**src/rtl/input_conditioner_pkg.sv**
```systemverilog
`default_nettype none
// ============================================================================
//  Module      : input_conditioner_pkg
//  Description : Shared constants for the input conditioner. Holds the
//                channel debounce FSM state encoding, the default timing
//                constants, the board key indices and the counter width
//                helper.
//  Revision    : 1.0 - initial release
// ============================================================================
package input_conditioner_pkg;

    // Default timing at 50 MHz: 10 ms debounce, 0.5 s hold
    localparam int unsigned c_DEFAULT_DEBOUNCE_CYCLES = 500_000;
    localparam int unsigned c_DEFAULT_HOLD_CYCLES     = 25_000_000;

    // Board key indices within key_n
    localparam int unsigned c_KEY_START = 0;
    localparam int unsigned c_KEY_PAUSE = 1;
    localparam int unsigned c_NUM_KEYS  = 2;

    // Channel debounce FSM state encoding
    localparam int unsigned c_STATE_W      = 2;
    localparam logic [1:0]  c_ST_RELEASED    = 2'd0;
    localparam logic [1:0]  c_ST_ARM_PRESS   = 2'd1;
    localparam logic [1:0]  c_ST_PRESSED     = 2'd2;
    localparam logic [1:0]  c_ST_ARM_RELEASE = 2'd3;

    // Counter width large enough to hold the larger of the two cycle limits
    function automatic int unsigned cnt_width(input int unsigned a, input int unsigned b);
        int unsigned m;
        m = (a > b) ? a : b;
        return $clog2(m + 1);
    endfunction

endpackage : input_conditioner_pkg
`default_nettype wire

```
**src/rtl/input_conditioner_debounce_channel.sv**
```systemverilog
`default_nettype none
// ============================================================================
//  Module      : debounce_channel
//  Description : One conditioned input channel: 2-flop synchronizer, four
//                state debounce FSM with saturating stability counter, a
//                one-cycle press pulse and the debounced level. The synced
//                raw value is exported so the parent can change polarity
//                before it reaches the FSM on i_active.
//  Revision    : 1.0 - initial release
// ============================================================================
module debounce_channel
    import input_conditioner_pkg::*;
#(
    parameter int unsigned DEBOUNCE_CYCLES = c_DEFAULT_DEBOUNCE_CYCLES,
    parameter int unsigned CNT_W           = cnt_width(c_DEFAULT_DEBOUNCE_CYCLES,
                                                       c_DEFAULT_HOLD_CYCLES),
    parameter logic        SYNC_RESET_VAL  = 1'b0
) (
    input  logic clock,
    input  logic reset,
    input  logic i_raw,
    output logic o_sync,
    input  logic i_active,
    output logic o_press,
    output logic o_level
);

    localparam logic [CNT_W-1:0] c_CNT_LAST = CNT_W'(DEBOUNCE_CYCLES - 1);
    localparam logic [CNT_W-1:0] c_CNT_MAX  = '1;
    localparam logic [CNT_W-1:0] c_CNT_ONE  = CNT_W'(1);

    logic [1:0]           r_sync;
    logic [c_STATE_W-1:0] r_state;
    logic [c_STATE_W-1:0] w_state_nxt;
    logic [CNT_W-1:0]     r_cnt;
    logic [CNT_W-1:0]     w_cnt_nxt;
    logic                 r_press;
    logic                 w_press_nxt;

    // Two-flop synchronizer; resets to the channel's released raw level
    always_ff @(posedge clock or posedge reset) begin
        if (reset) begin
            r_sync <= {2{SYNC_RESET_VAL}};
        end else begin
            r_sync <= {r_sync[0], i_raw};
        end
    end

    assign o_sync = r_sync[1];

    // Next-state logic: a level change is accepted only after it stays stable
    always_comb begin
        w_state_nxt = r_state;
        w_cnt_nxt   = r_cnt;
        w_press_nxt = 1'b0;
        case (r_state)
            c_ST_RELEASED: begin
                if (i_active) begin
                    w_state_nxt = c_ST_ARM_PRESS;
                    w_cnt_nxt   = '0;
                end
            end
            c_ST_ARM_PRESS: begin
                if (!i_active) begin
                    w_state_nxt = c_ST_RELEASED;
                    w_cnt_nxt   = '0;
                end else if (r_cnt == c_CNT_LAST) begin
                    w_state_nxt = c_ST_PRESSED;
                    w_cnt_nxt   = '0;
                    w_press_nxt = 1'b1;
                end else if (r_cnt != c_CNT_MAX) begin
                    w_cnt_nxt = r_cnt + c_CNT_ONE;
                end
            end
            c_ST_PRESSED: begin
                if (!i_active) begin
                    w_state_nxt = c_ST_ARM_RELEASE;
                    w_cnt_nxt   = '0;
                end
            end
            c_ST_ARM_RELEASE: begin
                if (i_active) begin
                    w_state_nxt = c_ST_PRESSED;
                    w_cnt_nxt   = '0;
                end else if (r_cnt == c_CNT_LAST) begin
                    w_state_nxt = c_ST_RELEASED;
                    w_cnt_nxt   = '0;
                end else if (r_cnt != c_CNT_MAX) begin
                    w_cnt_nxt = r_cnt + c_CNT_ONE;
                end
            end
            default: begin
                w_state_nxt = c_ST_RELEASED;
                w_cnt_nxt   = '0;
            end
        endcase
    end

    // State, counter and press-pulse registers
    always_ff @(posedge clock or posedge reset) begin
        if (reset) begin
            r_state <= c_ST_RELEASED;
            r_cnt   <= '0;
            r_press <= 1'b0;
        end else begin
            r_state <= w_state_nxt;
            r_cnt   <= w_cnt_nxt;
            r_press <= w_press_nxt;
        end
    end

    assign o_press = r_press;
    assign o_level = (r_state == c_ST_PRESSED) || (r_state == c_ST_ARM_RELEASE);

endmodule : debounce_channel
`default_nettype wire

```
**src/rtl/input_conditioner.sv**
```systemverilog
`default_nettype none
// ============================================================================
//  Module      : input_conditioner
//  Description : Debounces two active-low board keys (start, pause) and
//                NUM_PADS active-high dance-pad contacts. Produces one-cycle
//                start/pause strobes, per-pad press pulses and debounced
//                levels. Macro INPUT_CONDITIONER_HOLD_EN adds the pad_hold
//                output, asserted once a pad has been down HOLD_CYCLES.
//  Revision    : 1.0 - initial release
// ============================================================================
module input_conditioner
    import input_conditioner_pkg::*;
#(
    parameter int unsigned DEBOUNCE_CYCLES = c_DEFAULT_DEBOUNCE_CYCLES,
    parameter int unsigned HOLD_CYCLES     = c_DEFAULT_HOLD_CYCLES,
    parameter int unsigned NUM_PADS        = 8
) (
    input  logic                clock,
    input  logic                reset,
    input  logic [1:0]          key_n,
    input  logic [NUM_PADS-1:0] pad_raw,
    output logic                start_n,
    output logic                pause_n,
    output logic [NUM_PADS-1:0] pad_press,
    output logic [NUM_PADS-1:0] pad_level
`ifdef INPUT_CONDITIONER_HOLD_EN
   ,output logic [NUM_PADS-1:0] pad_hold
`endif
);

    localparam int unsigned c_CNT_W = cnt_width(DEBOUNCE_CYCLES, HOLD_CYCLES);

    logic [c_NUM_KEYS-1:0] w_key_sync;
    logic [c_NUM_KEYS-1:0] w_key_active;
    logic [c_NUM_KEYS-1:0] w_key_press;
    logic [c_NUM_KEYS-1:0] w_key_level;
    logic [NUM_PADS-1:0]   w_pad_sync;

    // Key channels: synchronizers idle high, inverted to active-high after sync
    for (genvar k = 0; k < c_NUM_KEYS; k++) begin : g_key
        assign w_key_active[k] = ~w_key_sync[k];

        debounce_channel #(
            .DEBOUNCE_CYCLES (DEBOUNCE_CYCLES),
            .CNT_W           (c_CNT_W),
            .SYNC_RESET_VAL  (1'b1)
        ) u_key_chan (
            .clock    (clock),
            .reset    (reset),
            .i_raw    (key_n[k]),
            .o_sync   (w_key_sync[k]),
            .i_active (w_key_active[k]),
            .o_press  (w_key_press[k]),
            .o_level  (w_key_level[k])
        );
    end

    // Pad channels: already active-high, synced value drives the FSM directly
    for (genvar p = 0; p < NUM_PADS; p++) begin : g_pad
        debounce_channel #(
            .DEBOUNCE_CYCLES (DEBOUNCE_CYCLES),
            .CNT_W           (c_CNT_W),
            .SYNC_RESET_VAL  (1'b0)
        ) u_pad_chan (
            .clock    (clock),
            .reset    (reset),
            .i_raw    (pad_raw[p]),
            .o_sync   (w_pad_sync[p]),
            .i_active (w_pad_sync[p]),
            .o_press  (pad_press[p]),
            .o_level  (pad_level[p])
        );
    end

    // A press pulse only fires on entry to the pressed level, so qualifying
    // it with the level is a no-op that keeps the key levels in use
    assign start_n = ~(w_key_press[c_KEY_START] & w_key_level[c_KEY_START]);
    assign pause_n = ~(w_key_press[c_KEY_PAUSE] & w_key_level[c_KEY_PAUSE]);

`ifdef INPUT_CONDITIONER_HOLD_EN
    localparam logic [c_CNT_W-1:0] c_HOLD_LAST = c_CNT_W'(HOLD_CYCLES);
    localparam logic [c_CNT_W-1:0] c_HOLD_ONE  = c_CNT_W'(1);

    for (genvar h = 0; h < NUM_PADS; h++) begin : g_hold
        logic [c_CNT_W-1:0] r_hold_cnt;

        // Count cycles of debounced press, saturating at the hold threshold
        always_ff @(posedge clock or posedge reset) begin
            if (reset) begin
                r_hold_cnt <= '0;
            end else if (!pad_level[h]) begin
                r_hold_cnt <= '0;
            end else if (r_hold_cnt != c_HOLD_LAST) begin
                r_hold_cnt <= r_hold_cnt + c_HOLD_ONE;
            end
        end

        // Gated by level so hold drops in the same cycle the level falls
        assign pad_hold[h] = pad_level[h] & (r_hold_cnt == c_HOLD_LAST);
    end
`endif

endmodule : input_conditioner
`default_nettype wire

```
**config.mk**
```make
export PLATFORM = sky130hd
export DESIGN_NAME = input_conditioner
export DESIGN_NICKNAME = d
export VERILOG_FILES = /design/src/rtl/input_conditioner_pkg.sv /design/src/rtl/input_conditioner_debounce_channel.sv /design/src/rtl/input_conditioner.sv
export SDC_FILE = /design/constraint.sdc
export NUM_CORES = 1
export LEC_CHECK = 0
export BUFFER_PORTS_ARGS = -buffer_cell sky130_fd_sc_hd__clkbuf_2
export CAP_MARGIN = 15
export CORE_MARGIN = 5
export CORE_UTILIZATION = 49
export DETAILED_ROUTE_END_ITERATION = 12
export PLACE_DENSITY = 0.67
export REMOVE_ABC_BUFFERS = 1
export SYNTH_ARGS = -nofsm -noshare
export SYNTH_HDL_FRONTEND = slang
export SYNTH_SLANG_ARGS = --single-unit
```
**constraint.sdc**
```tcl
create_clock -name clock -period 10 [get_ports clock]
set_clock_uncertainty 0.05 [all_clocks]
set_input_delay 1.5 -clock clock [delete_from_list [all_inputs] [get_ports clock]]
set_output_delay 1.5 -clock clock [all_outputs]
set_load 0.02 [all_outputs]
```
==> metrics.txt, run 1 <==
outcome completed; Crit. Startpoint g_pad[1].u_pad_chan.r_cnt[9]; Ports 30; via count 14816; worst-path cell chain or4b_2 > nor4_2 > a21oi_1 > nor2_2 > nor2_1; Final Cycle Share 28.6%; CTS root buffer clkbuf_16; number of synthesized flops with an enable pin 0; top post-synthesis cells by count 296 x dfrtp_1, 165 x nand2_1, 124 x nor2_1; DRC violations left 0; die area 38500 sq um; Peak VDD IR 0.000132 V; WHS 0.287 ns; CTS tree yes; first-pass GRT wire length 67400 microns; Setup Crit Path Kind flop to flop; crit path time final 2.86 ns; slowest stage delay, CP 0.79 ns; nets 1867; final setup fails 0; R2R depth 5; mean number of vias per cell 6.38; Multi-input gate area 8790 sq um; Fin. Hold Viols 0; post-synthesis sequential area ratio 44.2%; layout cells sized above 1 8.08%; CP delay by family, top simple AND/OR/NAND/NOR gates; Worst path depth 5; Clock transition at path regs 0.06 ns; R2R setup slack 7.14 ns; top-area cell type share of the netlist area 43.6%; ys async rst share 100%; Inst Count DP 2259; Iter 0 DRT Violations 1305; antenna violations before repair 0; Post-DRT Antenna Nets 0; HP Start g_pad[5].u_pad_chan.r_sync[0]; Site Rows 68; Die Height 196 microns; filler instances 3151; post-DR wirelength/cell 16.7 microns; postcts setup bufs 0; Synth Flop Type dfrtp_1; GRT Residual Overflow 0; largest net degree at the start of global routing 163; post-CTS sizing 0; Avg Cell Area, Syn 9.01 sq um; Yosys warnings 0; routability cong. 0.900; all-layer global routing usage 19.8%; area leader, netlist dfrtp_1; Max-cap violations 0; CTS Buf Count 36; Setup TNS Final 0 ns; 1st-pass router iterations 5; Synth area leaders dfrtp_1 44%, a31oi_1 3.8%, nand2_1 3.6%, nand3_1 3.5%, xnor2_1 3.1%; r2r endpoint g_pad[1].u_pad_chan.r_cnt[7]; final WL 38800 microns; pin slew with the least headroom to its limit 1.15 ns; ant diodes 0; Hold WC Path Type flop to flop; Critical path destination g_pad[1].u_pad_chan.r_cnt[7]; #FFs+latches synth 300; library cells used by synthesis 81; vias in the first global route 13887; Core Area 34400 sq um; CP endpoint kind flop; final core utilization 53.9%; CTS H-tree lvls 2; CP Max Fanout 23; Sequential Area 7510 sq um; RSZ-0062 raised after global routing false; Rel. slew slack 23.6%; Max Clock Freq 350 MHz; PortBufs 29; reg-to-reg startpoint g_pad[1].u_pad_chan.r_cnt[9]; Syn-to-layout area delta 9.12%; dpl hpwl 25000 microns; Max clock buf depth 3; count leader, synth dfrtp_1; Crit path required time 10.30 ns; area of the mapped netlist 17000 sq um; Worst Setup Start Kind flop; Non-Filler Instances 2324; number of clock sinks 300; crit path buf inv count 0; Final Max Tran Viols 0; Leak 0.00716 uW; Skew-Pair Late Insertion Delay 0.51 ns; Initial Utilization 49.4%; cts hold-fix bufs 0; Pwr Density 156 nW/um^2; Arr. time, crit path 3.16 ns; Slowest-stage cell, CP nor2_2; Die Width 196 microns; Syn Inst Count 1886
[logic make-up after synthesis]
kind of cell | synth area share, %
AO/OA/AOI/OAI | 19.8
XOR/XNOR | 3.81
adder cells (fa/ha/maj) | 0.736
buffers and inverters | 4.09
flip-flops | 44.2
multiplexers | 1.13
AND/OR/NAND/NOR | 26.2
[sequential cells by signal (all words and copies together), names as in the netlist, named ones only]
name / count
g_key.u_key_chan.r_cnt: 50
g_key.u_key_chan.r_state: 2
g_pad.u_pad_chan.r_state: 8
g_pad.u_pad_chan.r_sync: 16
g_key.u_key_chan.r_sync: 4
g_key.u_key_chan.o_press: 2
g_pad.u_pad_chan.r_cnt: 200
g_pad.u_pad_chan.o_press: 8
[layout by cell type, fill, tap and decap left out, types with 21 or more instances in the layout]
master and n:
nor4_1 43, clkbuf_2 29, clkbuf_16 37, and3_1 46
or4_1 48, a2111oi_0 23, or3_1 28, and2_1 23
inv_1 40, o31ai_1 21, dfrtp_1 296, o211ai_1 40
nor2_1 124, a21oi_1 95, xnor2_1 61, nor3_1 31
a31oi_1 104, and4_1 48, nand4_1 63, nand2_1 165
nand3_1 118, a21o_1 23, o21ai_0 94
[layer usage]
| metal | vias up | wire (microns) | global-route usage (%) |
|---|---|---|---|
| met5 | - | 0 | 0 |
| met4 | 0 | 684 | 4.65 |
| met3 | 58 | 1740 | 2.68 |
| met2 | 340 | 17500 | 31.5 |
| met1 | 7286 | 18800 | 29.0 |
| li1 | 7132 | - | - |
[stage by stage]
stage	power, uW	cell area, sq um	setup WS [ns]
after global routing	3020	18500	6.90
after floorplan	1480	16400	0.167
after detailed placement	1560	17300	6.73
after global placement	1550	17300	6.74
after CTS	2930	18500	7.05
final	2900	18500	7.14
[where the power goes]
group | internal, uW | leakage [uW] | switching, uW | total (uW)
clock | 848 | 0.000606 | 508 | 1360
combinational | 74.4 | 0.00245 | 177 | 251
sequential | 1250 | 0.00410 | 42.6 | 1290
total | 2170 | 0.00716 | 727 | 2900
[worst min path at each step]
stage                                                to  slack (ns)  cells after the start
final                     g_pad[5].u_pad_chan.r_sync[1]        0.29                      0
after global routing      g_pad[5].u_pad_chan.r_sync[1]        0.30                      0
after CTS                 g_pad[5].u_pad_chan.r_sync[1]        0.29                      0
after detailed placement  g_pad[5].u_pad_chan.r_sync[1]        0.29                      0
after global placement    g_pad[1].u_pad_chan.r_sync[1]        0.28                      0
after floorplan           g_pad[0].u_pad_chan.r_sync[1]        0.28                      0
[cell type report]
type / count / area share, %
tap: 455 / 3.07
timing repair buffer: 43 / 1.46
multi-input combinational: 1423 / 47.4
sequential: 300 / 40.5
clock buffer: 47 / 5.52
inverter: 41 / 0.871
clock inverter: 15 / 1.13
Note: power is estimated with default switching activity, not from simulation.
==> inputs of run 2 (changes only) <==
--- a/config.mk
+++ b/config.mk
@@ -5,12 +5,12 @@
 export SDC_FILE = /design/constraint.sdc
 export NUM_CORES = 1
 export LEC_CHECK = 0
+export ABC_AREA = 1
 export BUFFER_PORTS_ARGS = -buffer_cell sky130_fd_sc_hd__clkbuf_2
 export CAP_MARGIN = 15
 export CORE_MARGIN = 5
 export CORE_UTILIZATION = 49
 export DETAILED_ROUTE_END_ITERATION = 12
-export PLACE_DENSITY = 0.67
 export REMOVE_ABC_BUFFERS = 1
 export SYNTH_ARGS = -nofsm -noshare
 export SYNTH_HDL_FRONTEND = slang
==> constraint.sdc (replaced) <==
create_clock -name clock -period 3 [get_ports clock]
set_clock_uncertainty 0.05 [all_clocks]
set_input_delay 0.45 -clock clock [delete_from_list [all_inputs] [get_ports clock]]
set_output_delay 0.45 -clock clock [all_outputs]
set_load 0.02 [all_outputs]
==> run 2 against run 1 <==
Effect of this change: synthesized cell count increased by 70%; sequential share of layout area shrank 6.8 points; largest cell class unchanged; fmax increased by 13%; power increased to 3.7 times the previous value; wire length up 39%; sequential cell count is the same; design area is 20% higher.
==> metrics.txt, run 2 <==
Worst Setup Start Kind flop; Pwr Density 478 nW/um^2 (+210%); Final Max Tran Viols 0 (unchanged); count leader, synth nand2_1; final setup fails 0 (unchanged); top post-synthesis cells by count 926 x nand2_1, 513 x nand3_1, 497 x nor2_1; commonest non-fill, non-tap cell in the layout nand2_1; Die Width 215 microns (+9.4%); vias in the first global route 18997 (+37%); via count 20323 (+37%); Syn-to-layout area delta 8.61%; largest net degree at the start of global routing 77 (-53%); all-layer global routing usage 23.2% (+3.4 points); filler instances 4173 (+32%); fin worst setup slack 0.463 ns (-6.68 ns); Yosys warnings 0 (unchanged); Setup TNS Final 0 ns (unchanged); Rel. slew slack 47.7% (+24 points); Fin. Hold Viols 0 (unchanged); Arr. time, crit path 2.95 ns (-0.21 ns); Clock transition at path regs 0.06 ns (about the same); area leader, netlist dfrtp_1; RSZ-0062 raised after global routing false; Slowest-stage cell, CP nand2_1; Ports 30 (unchanged); dpl hpwl 39500 microns (+58%); number of synthesized flops with an enable pin 0 (unchanged); Max-cap violations 0 (unchanged); CP endpoint kind flop; CP Max Fanout 20 (-13%); mean number of vias per cell 5.38 (-16%); layout cells sized above 1 5.43% (-2.6 points); Max clock buf depth 3 (unchanged); Site Rows 75 (+10%); post-synthesis sequential area ratio 36.6% (-7.6 points); first-pass GRT wire length 92800 microns (+38%); top-area cell type share of the netlist area 36.1% (-7.5 points); final core utilization 53.5% (-0.39 points); outcome completed; #FFs+latches synth 300 (unchanged); Max Clock Freq 394 MHz (+13%); CP delay by family, top simple AND/OR/NAND/NOR gates; Leak 0.00957 uW (+34%); Peak VDD IR 0.000437 V (+230%); Avg Cell Area, Syn 6.42 sq um (-29%); post-DR wirelength/cell 14.3 microns (-15%); Skew-Pair Late Insertion Delay 0.54 ns (+0.03 ns); CTS H-tree lvls 2 (unchanged); biggest regs g_pad.u_pad_chan.r_cnt: 200 flops, g_key.u_key_chan.r_cnt: 50 flops, g_pad.u_pad_chan.r_sync: 16 flops; CTS Buf Count 36 (unchanged); DRC violations left 0 (unchanged); ant diodes 0 (unchanged); cts hold-fix bufs 11 (+11); Synth Flop Type dfrtp_1; area of the mapped netlist 20500 sq um (+21%); Initial Utilization 49.3% (-0.13 points); pin slew with the least headroom to its limit 0.783 ns (-0.362 ns); Hold WC Path Type flop to flop; Core Area 41700 sq um (+21%); Iter 0 DRT Violations 1433 (+9.8%); most used cell, CP nand2_1; Post-DRT Antenna Nets 0 (unchanged); worst slack, placed 0.484 ns (-6.24 ns); most frequent cells in the layout 926 x nand2_1, 513 x nand3_1, 497 x nor2_1, 365 x inv_1, 296 x dfrtp_1; Setup Crit Path Kind flop to flop; Final Cycle Share 84.6% (+56 points); 1st-pass router iterations 6 (+1); GRT Residual Overflow 0 (unchanged); final WL 53900 microns (+39%); ys async rst share 100% (unchanged); Syn Inst Count 3201 (+70%); number of clock sinks 300 (unchanged); Synth area leaders dfrtp_1 36%, nand2_1 17%, nand3_1 13%, nor2_1 9.1%, inv_1 6.7%; WHS 0.296 ns (+0.00810 ns); register with the most flip-flops g_pad.u_pad_chan.r_cnt; slowest stage delay, CP 0.56 ns (-0.23 ns); nets 3236 (+73%); post-CTS sizing 0 (unchanged); Die Height 215 microns (+9.4%); crit path time final 2.54 ns (-0.321 ns); PortBufs 29 (unchanged); postcts setup bufs 0 (unchanged); crit path buf inv count 1 (+1); max reg flops 200 (unchanged); library cells used by synthesis 43 (-47%); die area 46100 sq um (+20%); Crit path required time 3.42 ns (-6.88 ns); routability cong. 0.956 (+6.3%); CTS root buffer clkbuf_16; worst-path cell chain ha_1 > nand2_1 > nor2_2 > nand2_1 > nor2_2 > nand3_2 > nand2_1 > inv_2 > nand3_1 > nand2_1 > nor2_1; antenna violations before repair 0 (unchanged); CTS tree yes
## run 2: cell types whose count changed after synthesis, sizes merged, moves of 43 or more
| cell | delta |
|---|---|
| a31oi | -103 |
| and3 | -47 |
| and4 | -48 |
| clkbuf | -60 |
| inv | +331 |
| nand2 | +775 |
| nand3 | +409 |
| nor2 | +396 |
| nor3 | +43 |
| nor4 | -44 |
| or4 | -49 |
| xnor2 | -56 |
## run 2: report_power, final
group / internal, uW / total, uW / switching (uW) / leakage, uW
logic: 431 / 1790 / 1360 / 0.00488
clock network: 2650 / 4390 / 1740 / 0.000588
registers: 4230 / 4470 / 245 / 0.00410
## run 2: layer usage
metal	vias to the layer above	GRT usage, %	routed length, microns
met4	0	7.02	1290
met1	9392	33.2	25800
met2	473	37.5	24500
li1	10367	-	-
met5	-	0	0
met3	91	2.24	2340
## run 2: final timing paths
path	from	slack, ns	depth (start not counted)	to
worst max-delay path	g_pad[1].u_pad_chan.r_cnt[0]	0.46	11	g_pad[1].u_pad_chan.r_cnt[15]
max in group asynchronous	reset	1.64	4	g_pad[7].u_pad_chan.r_sync[0]
worst min register to register	g_pad[1].u_pad_chan.r_sync[0]	0.30	0	g_pad[1].u_pad_chan.r_sync[1]
worst min-delay path	g_pad[1].u_pad_chan.r_sync[0]	0.30	0	g_pad[1].u_pad_chan.r_sync[1]
min in group asynchronous	reset	0.51	3	g_pad[6].u_pad_chan.r_cnt[24]
worst max register to register	g_pad[1].u_pad_chan.r_cnt[0]	0.46	11	g_pad[1].u_pad_chan.r_cnt[15]
## run 2: stage by stage
stage                     power, uW  cells  area (sq um)
after floorplan                5670   3119         20000
after global placement         6270   3704         21000
after detailed placement       6330   3704         21000
after CTS                     10800   3779         22300
after global routing          11300   3779         22300
final                         10700   3779         22300
## run 2: worst register-to-register path: stages, from the launching register on
cell	delay, ns
dfrtp_1	0.46
ha_1	0.25
nand2_1	0.08
nor2_2	0.16
nand2_1	0.12
nor2_2	0.17
nand3_2	0.26
nand2_1	0.56
inv_2	0.12
nand3_1	0.10
nand2_1	0.05
nor2_1	0.09
## run 2: final cells by class
type	count	area, sq um	area share [%]
timing repair buffer	57	420	1.88
tap	539	674	3.02
inverter	379	1430	6.41
clock inverter	12	115	0.516
clock buffer	52	1070	4.81
multi-input combinational	2440	11100	49.7
sequential	300	7510	33.7
## run 2: cell families (layout without fill, tap and decap cells)
family                   after synthesis  in the layout  share of synthesized area, %
adder cells (fa/ha/maj)               10             10                         0.609
AND/OR/NAND/NOR                     2196           2196                          46.9
XOR/XNOR                              18             18                         0.768
AO/OA/AOI/OAI                        216            216                          5.72
flip-flops                           300            300                          36.6
buffers and inverters                461            500                          9.46
